## src/rtl/wallace_pkg.sv

```systemverilog
`default_nettype none
// +----------------------------------------------------------------------------+
// | wallace_pkg : states and nibble step tables for the 8x8 sequenced multiply |
// | Revision    : 1.0                                                          |
// +----------------------------------------------------------------------------+
package wallace_pkg;

   typedef enum logic [1:0] {
      IDLE  = 2'd0,
      MUL   = 2'd1,
      DRAIN = 2'd2,
      DONE  = 2'd3
   } state_t;

   localparam int NSTEPS = 4;

   function automatic logic [3:0] step_shift(input logic [1:0] step);
      logic [3:0] s;
      case (step)
         2'd0:    s = 4'd0;
         2'd1:    s = 4'd4;
         2'd2:    s = 4'd4;
         default: s = 4'd8;
      endcase
      return s;
   endfunction

   // Returns {a nibble, b nibble} for the given step.
   function automatic logic [7:0] step_nibbles(input logic [1:0] step,
                                               input logic [7:0] a,
                                               input logic [7:0] b);
      logic [7:0] n;
      case (step)
         2'd0:    n = {a[3:0], b[3:0]};
         2'd1:    n = {a[7:4], b[3:0]};
         2'd2:    n = {a[3:0], b[7:4]};
         default: n = {a[7:4], b[7:4]};
      endcase
      return n;
   endfunction

endpackage : wallace_pkg
`default_nettype wire

```

## src/rtl/wallace8_seq_ctrl_wallace.sv

```systemverilog
`default_nettype none
// +----------------------------------------------------------------------------+
// | Wallace : combinational 4x4 unsigned multiplier, carry-save row reduction  |
// | Revision: 1.0                                                              |
// +----------------------------------------------------------------------------+
module Wallace (
   input  logic [3:0] a,
   input  logic [3:0] b,
   output logic [7:0] p
);
   logic [7:0] w_r0, w_r1, w_r2, w_r3;
   logic [7:0] w_s1, w_c1, w_s2, w_c2;

   assign w_r0 = {4'd0, a & {4{b[0]}}};
   assign w_r1 = {3'd0, a & {4{b[1]}}, 1'b0};
   assign w_r2 = {2'd0, a & {4{b[2]}}, 2'b0};
   assign w_r3 = {1'd0, a & {4{b[3]}}, 3'b0};

   // Two 3:2 compressor layers, then one carry-propagate add.
   assign w_s1 = w_r0 ^ w_r1 ^ w_r2;
   assign w_c1 = {((w_r0[6:0] & w_r1[6:0]) | (w_r0[6:0] & w_r2[6:0]) | (w_r1[6:0] & w_r2[6:0])), 1'b0};
   assign w_s2 = w_s1 ^ w_c1 ^ w_r3;
   assign w_c2 = {((w_s1[6:0] & w_c1[6:0]) | (w_s1[6:0] & w_r3[6:0]) | (w_c1[6:0] & w_r3[6:0])), 1'b0};
   assign p    = w_s2 + w_c2;

endmodule : Wallace
`default_nettype wire

```

## src/rtl/wallace8_seq_ctrl.sv

```systemverilog
`default_nettype none
// +----------------------------------------------------------------------------+
// | wallace8_seq_ctrl : 8x8 -> 16 multiply over four passes of one 4x4 Wallace |
// | Revision          : 1.0                                                    |
// +----------------------------------------------------------------------------+
module wallace8_seq_ctrl
   import wallace_pkg::*;
#(
   parameter bit PIPE_PP = 1'b0
) (
   input  logic        clk,
   input  logic        rst,
   input  logic        start,
   input  logic        abort,
   input  logic [7:0]  a,
   input  logic [7:0]  b,
   output logic        ready,
   output logic        busy,
   output logic        done,
   output logic [15:0] product
);
   state_t      r_state;
   logic [1:0]  r_step;
   logic [7:0]  r_a, r_b;
   logic [15:0] r_acc, r_pp, r_product;
   logic        r_ready, r_busy, r_done;

   logic [7:0]  w_nib;
   logic [3:0]  w_wa, w_wb;
   logic [7:0]  w_pp;
   logic [15:0] w_term, w_addend, w_acc_next;
   logic        w_add_en, w_last;

   assign w_nib = step_nibbles(r_step, r_a, r_b);
   assign w_wa  = (r_state == MUL) ? w_nib[7:4] : 4'd0;
   assign w_wb  = (r_state == MUL) ? w_nib[3:0] : 4'd0;

   Wallace u_wallace (
      .a (w_wa),
      .b (w_wb),
      .p (w_pp)
   );

   assign w_term = {8'd0, w_pp} << step_shift(r_step);
   assign w_last = (r_step == 2'(NSTEPS - 1));

   // With the pp register, step 0 has nothing valid yet and DRAIN adds the last term.
   assign w_addend   = PIPE_PP ? r_pp : w_term;
   assign w_add_en   = PIPE_PP ? (((r_state == MUL) && (r_step != 2'd0)) || (r_state == DRAIN))
                               : (r_state == MUL);
   assign w_acc_next = r_acc + (w_add_en ? w_addend : 16'd0);

   always_ff @(posedge clk or posedge rst) begin
      if (rst) begin
         r_state   <= IDLE;
         r_step    <= 2'd0;
         r_a       <= 8'd0;
         r_b       <= 8'd0;
         r_acc     <= 16'd0;
         r_pp      <= 16'd0;
         r_product <= 16'd0;
         r_ready   <= 1'b1;
         r_busy    <= 1'b0;
         r_done    <= 1'b0;
      end else begin
         r_done <= 1'b0;
         r_pp   <= w_term;
         case (r_state)
            IDLE, DONE: begin
               if (start) begin
                  r_a     <= a;
                  r_b     <= b;
                  r_acc   <= 16'd0;
                  r_step  <= 2'd0;
                  r_state <= MUL;
                  r_ready <= 1'b0;
                  r_busy  <= 1'b1;
               end else begin
                  r_state <= IDLE;
               end
            end
            MUL: begin
               if (abort) begin
                  r_state <= IDLE;
                  r_ready <= 1'b1;
                  r_busy  <= 1'b0;
               end else begin
                  r_acc <= w_acc_next;
                  if (!w_last) begin
                     r_step <= r_step + 2'd1;
                  end else if (PIPE_PP) begin
                     r_state <= DRAIN;
                  end else begin
                     r_state   <= DONE;
                     r_product <= w_acc_next;
                     r_done    <= 1'b1;
                     r_ready   <= 1'b1;
                     r_busy    <= 1'b0;
                  end
               end
            end
            DRAIN: begin
               r_ready <= 1'b1;
               r_busy  <= 1'b0;
               if (abort) begin
                  r_state <= IDLE;
               end else begin
                  r_acc     <= w_acc_next;
                  r_product <= w_acc_next;
                  r_done    <= 1'b1;
                  r_state   <= DONE;
               end
            end
            default: r_state <= IDLE;
         endcase
      end
   end

   assign ready   = r_ready;
   assign busy    = r_busy;
   assign done    = r_done;
   assign product = r_product;

endmodule : wallace8_seq_ctrl
`default_nettype wire

```

## config.mk

```make
export PLATFORM = sky130hd
export DESIGN_NAME = wallace8_seq_ctrl
export DESIGN_NICKNAME = d
export VERILOG_FILES = /design/src/rtl/wallace_pkg.sv /design/src/rtl/wallace8_seq_ctrl_wallace.sv /design/src/rtl/wallace8_seq_ctrl.sv
export SDC_FILE = /design/constraint.sdc
export NUM_CORES = 1
export LEC_CHECK = 0
export ABC_AREA = 1
export BUFFER_PORTS_ARGS = -buffer_cell sky130_fd_sc_hd__buf_2
export CAP_MARGIN = 20
export CORE_MARGIN = 2
export CORE_UTILIZATION = 40
export DETAILED_ROUTE_END_ITERATION = 6
export GPL_ROUTABILITY_DRIVEN = 0
export MAX_ROUTING_LAYER = met4
export PLACE_DENSITY_LB_ADDON = 0.12
export SLEW_MARGIN = 5
export SYNTH_ARGS = -nofsm -noshare
export SYNTH_HDL_FRONTEND = slang
export SYNTH_SLANG_ARGS = --single-unit
```

## constraint.sdc

```tcl
create_clock -name clk -period 7.6 [get_ports clk]
set_clock_uncertainty 0.2 [all_clocks]
set_input_delay 0.38 -clock clk [delete_from_list [all_inputs] [get_ports clk]]
set_output_delay 0.38 -clock clk [all_outputs]
set_load 0.02 [all_outputs]
```

==> summary.txt <==
STA
  • Final setup TNS: 0 ps
  • Hold WS: 51.73 ps
  • Final WS setup: 2311 ps
  • Slew margin rel.: 0.4094
  • Max Clk Rate: 0.1891 GHz
  • Final min period: 5289 ps
  • Final period util: 0.6959
  • Setup Viol. Count Final: 0
  • Final hold violations: 0
  • RSZ-0062 raised after global routing: no
  • Measured slew at the worst slew-check pin: 883.8 ps
  • Fin. max-slew vios: 0

Yosys
  • Avg Cell Area, Syn: 7.987 um^2
  • Cell Area, Synth: 0.003897 mm^2
  • XOR/XNOR Fraction of Synth Area: 0.01573
  • Syn Nets: 543
  • Synth warnings: 0
  • Area share of fa/ha/maj cells after synthesis: 0.1258
  • Synth area leaders: dfrtp_1, nand2_1, ha_1
  • Compound-gate portion of the synthesized area: 0.08090
  • Yosys top cell area share: 0.3467
  • Synth area leader: dfrtp_1
  • Synthesized flop and latch total: 55
  • Post-synthesis sequential area ratio: 0.3535
  • Post-synthesis mux area share: 0.05136
  • Simple-gate share of the synthesized area: 0.2902
  • Synth unique cells: 45
  • Main combinational cell family by area after synthesis: simple AND/OR/NAND/NOR gates
  • Cells after synthesis: 488

Clocking
  • Setup Buffers After CTS: 0
  • CTS H-tree lvls: 2
  • Longest Clk Path Bufs: 2
  • Root Buffer: clkbuf_8
  • Worst-Skew Late Latency: 310 ps
  • Hold_buf cts: 0
  • Post-CTS resize count: 0
  • Worst-path clk slew: 100 ps
  • CTS Sinks: 55
  • CTS tree: done
  • CTS buffer count: 5

Setup path
  • Highest-delay cell along the critical path: fa_1
  • Worst Path Required: 7600 ps
  • Reg-to-reg startpoint: r_state[1]$_DFFE_PP0P_
  • CP Cell Sequence: inv_1 -> ha_1 -> o21ai_0 -> nor2_1 -> inv_1 -> or2_2 -> fa_1 -> inv_1 -> fa_1 -> ha_1 -> fa_1 -> xor2_1 -> mux2i_1 -> nor2_1 -> ha_1 -> nand2_1 -> nor2_1 -> nand3_1 -> nand2_2 -> nand3_1 -> nand2_1 -> nand2_1 -> nand3_1 -> nand2_1
  • CP arrival: 5290 ps
  • CP peak stage delay: 510 ps
  • Bufs and invs on worst path: 3
  • FF-to-FF End: r_acc[11]$_DFFE_PP0P_
  • Critical path fanouts, max: 10
  • Cells on worst reg2reg path: 24
  • Setup crit end kind: register
  • Startpoint Class: register
  • CP dominant cell by count: nand2_1
  • R2R setup slack: 2310 ps
  • CP Class: reg -> reg
  • CP top delay family: adder cells

GRT
  • Total track usage: 0.1860
  • Largest net degree at the start of global routing: 56
  • Antenna violations before repair: 0
  • Number of global-route vias before repair: 3176
  • Total gr overflow: 0
  • Global-route wire length before repair: 14930 um

Floorplan
  • Chip Height: 102.7 um
  • Die ar.: 0.01055 mm^2
  • Die X: 102.7 um
  • Initial core utilization: 0.4062
  • Core ar.: 0.009594 mm^2
  • # IOs: 39
  • Num rows: 36

Routing
  • DRT Pass-1 Iters: 4
  • Initial DRC Count: 121
  • DRT antenna net count: 0
  • Routed wire per std cell: 13.21 um
  • Via count: 3141
  • DRC: 0
  • Vias/cell: 4.766
  • Final wirelength: 8708 um

Cells and area
  • Commonest non-fill, non-tap cells in the layout: nand2_1, dfrtp_1, inv_1
  • Share of layout cells above drive strength 1: 0.1901
  • Area growth syn-to-layout: 10.27%
  • Commonest non-fill, non-tap cell in the layout: nand2_1
  • Net count, final: 580
  • Post-Layout Cell Count: 659
  • N_diodes: 0

Place
  • Post-place setup slack: 2314 ps
  • IO buf count: 38
  • Placed Instances: 651
  • Hpwl dp: 6774 um

Pwr
  • Max VDD drop: 0.0001158 V
  • Pleak: 2.396 nW
  • Power, Total: 1.413 mW
  • PwrDens: 328.7 mW/mm^2

Run
  • Max-cap check violation count: 0

Outcome
  • Status: finished, final reports clean

Worst hold path
  • Path type of the worst min-delay path: in -> async
[worst reg2reg max path: stages (launching register included)]
cell	delay [ps]
dfrtp_1	420
inv_1	60
ha_1	470
o21ai_0	170
nor2_1	150
inv_1	110
or2_2	320
fa_1	510
inv_1	60
fa_1	470
ha_1	220
fa_1	400
xor2_1	180
mux2i_1	180
nor2_1	70
ha_1	350
nand2_1	90
nor2_1	100
nand3_1	100
nand2_2	130
nand3_1	120
nand2_1	90
nand2_1	70
nand3_1	80
nand2_1	50
[cell usage after synthesis (all sizes together)]
library cell,number
o22ai,2
a211o,1
nand3,39
a31oi,1
o21bai,1
o211ai,2
a21oi,16
or2,5
nor2,49
dfstp,1
xnor2,2
clkinv,1
and3,1
nand2,149
mux2i,2
dfrtp,54
xor2,5
fa,7
inv,58
nand4,5
mux2,14
nor3,1
a32oi,2
o21ai,27
nand3b,2
a21boi,1
and2,2
ha,28
buf,10
[routing by layer]
metal  vias up  wire length (um)  global-route usage
met2        39              4139              0.3152
li1       1637                 -                   -
met3        11               196             0.02441
met5         -                 0                   -
met1      1454              4224              0.2358
met4         0               146             0.04615
[through the flow]
stage	instance area (um^2)	utilization
CTS	4298	0.4480
floorplan	3897	-
finish	4298	0.4480
detailed placement	4180	0.4357
global route	4298	0.4480
global placement	4180	0.4357
[cell families (layout without fill, tap and decap cells)]
kind of cell    count (synthesis)  in the layout
buf+inv                        69            107
compound gates                 53             53
fa+ha+maj                      35             35
flops                          55             55
xor+xnor                        7              7
mux                            16             16
simple gates                  253            253
[where the power goes]
part,switching [mW],internal (mW)
logic,0.482,0.273
registers,0.0571,0.395
clock network,0.0979,0.107
total,0.637,0.775
[registers in the layout, summed over array words and instances (netlist names)]
| name | count |
|---|---|
| product | 16 |
| r_state | 2 |
| r_acc | 16 |
| busy | 1 |
| r_a | 8 |
| r_b | 8 |
| done | 1 |
| r_step | 2 |
| ready | 1 |
[how the worst max path moves through the flow]
stage	start	to	slack (ps)	cells past startpoint
3_5_place_dp	r_state[1]$_DFFE_PP0P_	r_acc[11]$_DFFE_PP0P_	2310	23
6_report	r_state[1]$_DFFE_PP0P_	r_acc[11]$_DFFE_PP0P_	2310	24
5_1_grt	r_state[1]$_DFFE_PP0P_	r_acc[11]$_DFFE_PP0P_	1930	24
3_3_place_gp	r_state[1]$_DFFE_PP0P_	r_acc[11]$_DFFE_PP0P_	2310	23
2_1_floorplan	r_step[0]$_DFFE_PP0P_	r_acc[7]$_DFFE_PP0P_	3020	22
4_1_cts	r_state[1]$_DFFE_PP0P_	r_acc[11]$_DFFE_PP0P_	2270	24
[final cells by class]
cell class | count | area (um^2)
inverter | 59 | 232.7
tap | 133 | 166.4
timing repair buffer | 40 | 205.2
clock inverter | 2 | 35.03
sequential | 55 | 1378
clock buffer | 6 | 82.58
multi-input combinational | 364 | 2198
fill | 986 | 5296
Note: power is estimated with default switching activity, not from simulation.
